<file path="src/rtl/truth_table_sweeper.sv">
// ---------------------------------------------------------------------------
// truth_table_sweeper
//
// Purpose:
//   Sequential stimulus/capture stage around a 4-input combinational block.
//   On a start request it drives the vectors 0..15 on {oA,oB,oC,oD}. Each
//   vector is held for SETTLE cycles in DRIVE and then for one SAMPLE cycle,
//   at whose closing edge iY is captured into oTable[idx]. oOnes counts the
//   ones that have been captured. After vector 15 the block enters DONE. It
//   holds the results there until the next start request.
//
// Parameters:
//   SETTLE    cycles each vector is held before sampling (legal 1..15)
//   EXPECTED  golden truth table, used only when TT_COMPARE_EN is defined
//
// Ports:
//   iClk      rising-edge clock
//   iRst_n    synchronous reset, active-low
//   iStart    start request, honoured only in IDLE and DONE
//   iY        output of the combinational stage under sweep
//   oA..oD    current vector, oA = MSB, oD = LSB
//   oBusy     high while in DRIVE or SAMPLE
//   oDone     high in DONE; oTable/oOnes valid
//   oTable    bit n = iY sampled for vector n
//   oOnes     number of ones in oTable (0..16)
//   oMatch    (TT_COMPARE_EN) oTable == EXPECTED, in DONE only
//   oFirstErr (TT_COMPARE_EN) lowest mismatching bit index, 0 on match
//
// Configuration macro: TT_COMPARE_EN adds the golden-table compare outputs.
// ---------------------------------------------------------------------------
module truth_table_sweeper #(
    parameter int unsigned SETTLE   = 1,
    parameter logic [15:0] EXPECTED = 16'hADA7
) (
    input  logic        iClk,
    input  logic        iRst_n,
    input  logic        iStart,
    input  logic        iY,
    output logic        oA,
    output logic        oB,
    output logic        oC,
    output logic        oD,
    output logic        oBusy,
    output logic        oDone,
    output logic [15:0] oTable,
    output logic [4:0]  oOnes
`ifdef TT_COMPARE_EN
    ,
    output logic        oMatch,
    output logic [3:0]  oFirstErr
`endif
);

    typedef enum logic [1:0] {
        ST_IDLE   = 2'd0,
        ST_DRIVE  = 2'd1,
        ST_SAMPLE = 2'd2,
        ST_DONE   = 2'd3
    } state_t;

    // Count value on the last DRIVE cycle of a vector.
    localparam logic [3:0] SETTLE_LAST = 4'(SETTLE - 1);

    state_t      r_state;
    state_t      w_state_nxt;
    logic [3:0]  r_idx;
    logic [3:0]  r_cnt;
    logic [15:0] r_table;
    logic [4:0]  r_ones;
    logic        r_busy;
    logic        r_done;

    logic        w_start_sweep;
    logic        w_sample;
    logic        w_busy_nxt;
    logic        w_done_nxt;
    logic [15:0] w_table_nxt;
    logic [4:0]  w_ones_nxt;

    // State register.
    always_ff @(posedge iClk) begin
        if (!iRst_n) begin
            r_state <= ST_IDLE;
        end else begin
            r_state <= w_state_nxt;
        end
    end

    // Next-state logic of the sweep sequencer.
    always_comb begin
        w_state_nxt = r_state;
        case (r_state)
            ST_IDLE: begin
                if (iStart) begin
                    w_state_nxt = ST_DRIVE;
                end else begin
                    w_state_nxt = ST_IDLE;
                end
            end
            ST_DRIVE: begin
                if (r_cnt == SETTLE_LAST) begin
                    w_state_nxt = ST_SAMPLE;
                end else begin
                    w_state_nxt = ST_DRIVE;
                end
            end
            ST_SAMPLE: begin
                if (r_idx == 4'd15) begin
                    w_state_nxt = ST_DONE;
                end else begin
                    w_state_nxt = ST_DRIVE;
                end
            end
            ST_DONE: begin
                if (iStart) begin
                    w_state_nxt = ST_DRIVE;
                end else begin
                    w_state_nxt = ST_DONE;
                end
            end
            default: begin
                w_state_nxt = ST_IDLE;
            end
        endcase
    end

    // Output/datapath decode; the results are registered below.
    always_comb begin
        w_start_sweep = 1'b0;
        w_sample      = 1'b0;
        w_table_nxt   = r_table;
        w_ones_nxt    = r_ones;
        w_busy_nxt    = (w_state_nxt == ST_DRIVE) || (w_state_nxt == ST_SAMPLE);
        w_done_nxt    = (w_state_nxt == ST_DONE);
        // A new sweep starts only from a resting state.
        if (((r_state == ST_IDLE) || (r_state == ST_DONE)) && (w_state_nxt == ST_DRIVE)) begin
            w_start_sweep = 1'b1;
        end else begin
            w_start_sweep = 1'b0;
        end
        if (r_state == ST_SAMPLE) begin
            w_sample           = 1'b1;
            w_table_nxt[r_idx] = iY;
            w_ones_nxt         = r_ones + {4'd0, iY};
        end else begin
            w_sample    = 1'b0;
            w_table_nxt = r_table;
            w_ones_nxt  = r_ones;
        end
    end

    // Vector index, settle counter, captured table and ones count.
    always_ff @(posedge iClk) begin
        if (!iRst_n) begin
            r_idx   <= 4'd0;
            r_cnt   <= 4'd0;
            r_table <= 16'd0;
            r_ones  <= 5'd0;
            r_busy  <= 1'b0;
            r_done  <= 1'b0;
        end else begin
            r_busy <= w_busy_nxt;
            r_done <= w_done_nxt;
            if (w_start_sweep) begin
                r_idx   <= 4'd0;
                r_cnt   <= 4'd0;
                r_table <= 16'd0;
                r_ones  <= 5'd0;
            end else if (w_sample) begin
                r_table <= w_table_nxt;
                r_ones  <= w_ones_nxt;
                r_cnt   <= 4'd0;
                // idx saturates at 15 so the last vector stays on the pins in DONE.
                if (r_idx != 4'd15) begin
                    r_idx <= r_idx + 4'd1;
                end else begin
                    r_idx <= r_idx;
                end
            end else if (r_state == ST_DRIVE) begin
                r_cnt <= r_cnt + 4'd1;
            end else begin
                r_cnt <= r_cnt;
            end
        end
    end

    assign oA     = r_idx[3];
    assign oB     = r_idx[2];
    assign oC     = r_idx[1];
    assign oD     = r_idx[0];
    assign oBusy  = r_busy;
    assign oDone  = r_done;
    assign oTable = r_table;
    assign oOnes  = r_ones;

`ifdef TT_COMPARE_EN
    logic       r_match;
    logic [3:0] r_first_err;

    // Index of the lowest set bit of a difference vector, 0 when none is set.
    function automatic logic [3:0] lowest_set(input logic [15:0] diff);
        logic [3:0] pos;
        pos = 4'd0;
        for (int i = 15; i >= 0; i--) begin
            if (diff[i]) begin
                pos = 4'(i);
            end
        end
        return pos;
    endfunction

    // Compare results are evaluated on the table being written on DONE entry.
    always_ff @(posedge iClk) begin
        if (!iRst_n) begin
            r_match     <= 1'b0;
            r_first_err <= 4'd0;
        end else if (w_state_nxt == ST_DONE) begin
            r_match     <= (w_table_nxt == EXPECTED);
            r_first_err <= lowest_set(w_table_nxt ^ EXPECTED);
        end else begin
            r_match     <= 1'b0;
            r_first_err <= 4'd0;
        end
    end

    assign oMatch    = r_match;
    assign oFirstErr = r_first_err;
`else
    // EXPECTED has no consumer without the compare outputs.
    logic w_unused_expected;
    assign w_unused_expected = ^EXPECTED;
`endif

endmodule

</file>
<file path="config.mk">
export PLATFORM = sky130hd
export DESIGN_NAME = truth_table_sweeper
export DESIGN_NICKNAME = d
export VERILOG_FILES = /design/src/rtl/truth_table_sweeper.sv
export SDC_FILE = /design/constraint.sdc
export NUM_CORES = 1
export LEC_CHECK = 0
export CAP_MARGIN = 20
export CORE_AREA = 10 10 65 72
export CTS_CLUSTER_SIZE = 25
export DETAILED_ROUTE_END_ITERATION = 6
export DIE_AREA = 0 0 75 82
export GPL_TIMING_DRIVEN = 0
export PLACE_DENSITY = 0.76
export SYNTH_ARGS = -nofsm -noshare
export SYNTH_HDL_FRONTEND = slang
export SYNTH_SLANG_ARGS = --single-unit
export TNS_END_PERCENT = 100
</file>
<file path="constraint.sdc">
create_clock -name iClk -period 2.95 [get_ports iClk]
set_input_delay 0.59 -clock iClk [delete_from_list [all_inputs] [get_ports iClk]]
set_output_delay 0.59 -clock iClk [all_outputs]
set_load 0.005 [all_outputs]
</file>
==> results by group <==
Critical path
  – Reg2reg end: oTable[3]
  – Reg-to-Reg Start: r_cnt[0]
  – Critical path type: register to register
  – Data required, critical path: 3.23 ns
  – Crit path capture type: register
  – Critical Path Start Type: register
  – Setup crit end: oTable[3]
  – R2r worst-path depth: 10
  – Worst Path Arrival: 2.81 ns
  – Worst reg2reg setup slack: 0.42 ns
  – CP max FO: 10
  – CP startpoint: r_cnt[0]

Place
  – IO buf count: 29
  – Routability cong.: 0.7684
  – Pre-CTS setup slack: 0.4357 ns
  – Post-DP HPWL: 2.757 mm

Yosys
  – Synth top area cells: dfxtp_1 42%, ha_1 11%, mux2i_1 11%
  – Post-Syn Area: 0.001590 mm²
  – Avg Synthesized Cell Area: 9.355 µm²
  – Mapped Cells: 170
  – Number of synthesized register bits: 33
  – Yosys Warn Count: 0
  – Mapped Nets: 188
  – Seq/Total Area, Yosys: 41.54%
  – Netlist cell types: 28
  – Post-synth top area cell: dfxtp_1
  – Synth top area share: 41.54%

Clocking
  – Clk buf depth: 2
  – PostCTS Resize Cnt: 0
  – Worst-Skew Late Latency: 0.35 ns
  – Worst-path clk slew: 0.10 ns
  – H-tree levels: 2
  – # hold bufs at CTS: 0
  – Post-CTS Setup Repair Bufs: 0
  – Sink Count: 33
  – CTS Buf Count: 5
  – TritonCTS clock tree: done
  – Root Buffer: clkbuf_4

Power
  – Pwr Density: 444.9 mW/mm²
  – Worst vdd ir: 320.8 µV
  – Clock power share: 39.4%
  – Pleak: 0.8160 nW
  – Switching power: 0.0002080 W
  – Sequential share of power: 51.1%
  – Internal: 0.0006867 W
  – Switching Fraction: 23.24%
  – Gate power share: 9.5%

Global route
  – Initial antenna violation count: 0
  – Tot GR Track Use: 12.64%
  – First-pass GRT wire length: 6.016 mm
  – Vias in the first global route: 1362
  – Total gr overflow: 0
  – Largest net degree at the start of global routing: 11

Job
  – Max-cap viol count: 0

Finish
  – Layout fillers: 295
  – NumNets Final: 224
  – # diodes: 0
  – Sequential cell area: 660.6 µm²
  – Layout cells sized above 1: 7.729%
  – Syn-to-layout area delta: 26.44%
  – Most common cell after layout, fill and taps aside: dfxtp_1
  – Area of the multi-input gates: 847.1 µm²
  – Most frequent cells in the layout: 33 x dfxtp_1, 29 x clkdlybuf4s50_1, 19 x nor2_1, 17 x mux2i_1, 14 x ha_1

Die
  – Die area: 0.006150 mm²
  – Rows: 22
  – Die H: 82 µm
  – IO Pins: 31
  – Core Footprint: 0.003276 mm²
  – Die width: 75 µm
  – Starting Density: 48.55%

STA
  – Hold Fails Final Rpt: 0
  – Final Critical Period: 2.528 ns
  – Clk_skew: 0.01246 ns
  – Slew @ Worst Pin: 0.4426 ns
  – Setup_tns: 0 ns
  – Normalized max-slew margin: 70.49%
  – Final critical-path share of the clock period: 85.69%
  – Peak Freq: 395.6 MHz
  – Worst Slack Setup Final: 0.4222 ns
  – Fin. max-slew vios: 0
  – RSZ-0062 raised after global routing: false
  – Setup violations, final: 0

Routing
  – Vias per cell: 5.514
  – ANT nets after route: 0
  – DR vias: 1340
  – WL final: 3.562 mm
  – Routed WL per cell: 14.66 µm
  – DR DRC count: 0
  – DRT Pass-1 Iters: 4
  – Initial DRC count: 74

Hold path
  – Hold WC Path Type: register to register

Status
  – Status: finished clean
## area by class of cell
type                       count  share of cell area [%]
timing repair buffer          29                   14.44
tap                           36                   2.240
clock inverter                 1                   1.493
multi-input combinational    117                   42.13
sequential                    33                   32.86
clock buffer                   7                   2.738
inverter                       9                   1.680
buffer                        11                   2.427
## through the flow
| step | hold WS, ns | instances | util [%] | total power, W | cell area (µm²) |
|---|---|---|---|---|---|
| after global placement | 0.4707 | 235 | 58.79 | 0.0005477 | 1926 |
| final | 0.4968 | 243 | 61.38 | 0.0008947 | 2011 |
| after global routing | 0.5246 | 243 | 61.38 | 0.0009324 | 2011 |
| after CTS | 0.5004 | 243 | 61.38 | 0.0009060 | 2011 |
| after detailed placement | 0.4868 | 235 | 58.79 | 0.0005522 | 1926 |
| after floorplan | 0.4704 | 170 | - | 0.0005259 | 1590 |
## cells in the mapped netlist
library cell   n
or2_2          2
and3_1         1
a2111oi_2      1
xor2_1         5
nor3_1         4
a31oi_1        1
mux2i_1       17
buf_2          5
or3b_1         1
nor2_1        19
clkbuf_2       1
clkbuf_1       5
nand4bb_1      1
nand2_1        7
inv_1          9
a21oi_1        7
ha_1          14
nand4_1       12
nor3b_1        1
nand3_1        4
and2_1         2
dfxtp_1       33
a211oi_1       1
nand4b_1       8
nand2b_1       2
o21ai_0        5
nor2b_1        1
xnor2_1        1
## worst min path at each step
stage | startpoint | to | slack (ns) | cells past startpoint
after floorplan | oTable[0] | oTable[0] | 0.47 | 2
after global placement | oTable[1] | oTable[1] | 0.47 | 2
after detailed placement | oTable[3] | oTable[3] | 0.49 | 2
after CTS | oTable[3] | oTable[3] | 0.50 | 2
after global routing | oTable[3] | oTable[3] | 0.52 | 2
final | oTable[2] | oTable[2] | 0.50 | 2
## flip-flops by register name, summed over array words and instances (netlist names)
| register | count |
|---|---|
| oBusy | 1 |
| oDone | 1 |
| oOnes | 5 |
| oTable | 16 |
| r_cnt | 4 |
| r_idx | 4 |
| r_state | 2 |
## per-layer routing
layer  vias to the layer above  global-route usage, %  wire [µm]
met5                         -                      0          0
met4                         0                  6.439         77
met3                        10                  6.031        307
met2                        35                  21.80       1752
met1                       630                  12.34       1425
li1                        665                      -          -
## worst max-delay path, cell delays in order (launching register included)
cell and delay [ns]:
dfxtp_1 0.36, inv_1 0.08, ha_1 0.15, or3b_1 0.36
a2111oi_2 0.40, a21oi_1 0.12, ha_1 0.20, nand2b_1 0.16
nand2_1 0.23, buf_2 0.27, a21oi_1 0.14
## power groups by stage
stage	Sequential, W	Combinational, W	Clock (W)
6_report	0.000457	0.0000851	0.000352
5_1_grt	0.000458	0.0000940	0.000380
4_1_cts	0.000457	0.0000853	0.000363
3_5_place_dp	0.000468	0.0000844	0
3_3_place_gp	0.000467	0.0000807	0
2_1_floorplan	0.000467	0.0000589	0
## cells by family after synthesis
kind of cell,synth area share (%)
AO/OA/AOI/OAI,5.586
multiplexers,10.70
adder cells (fa/ha/maj),11.02
flip-flops,41.54
XOR/XNOR,3.304
buffers and inverters,5.192
AND/OR/NAND/NOR,22.66
Power figures use the tool's default switching activity.
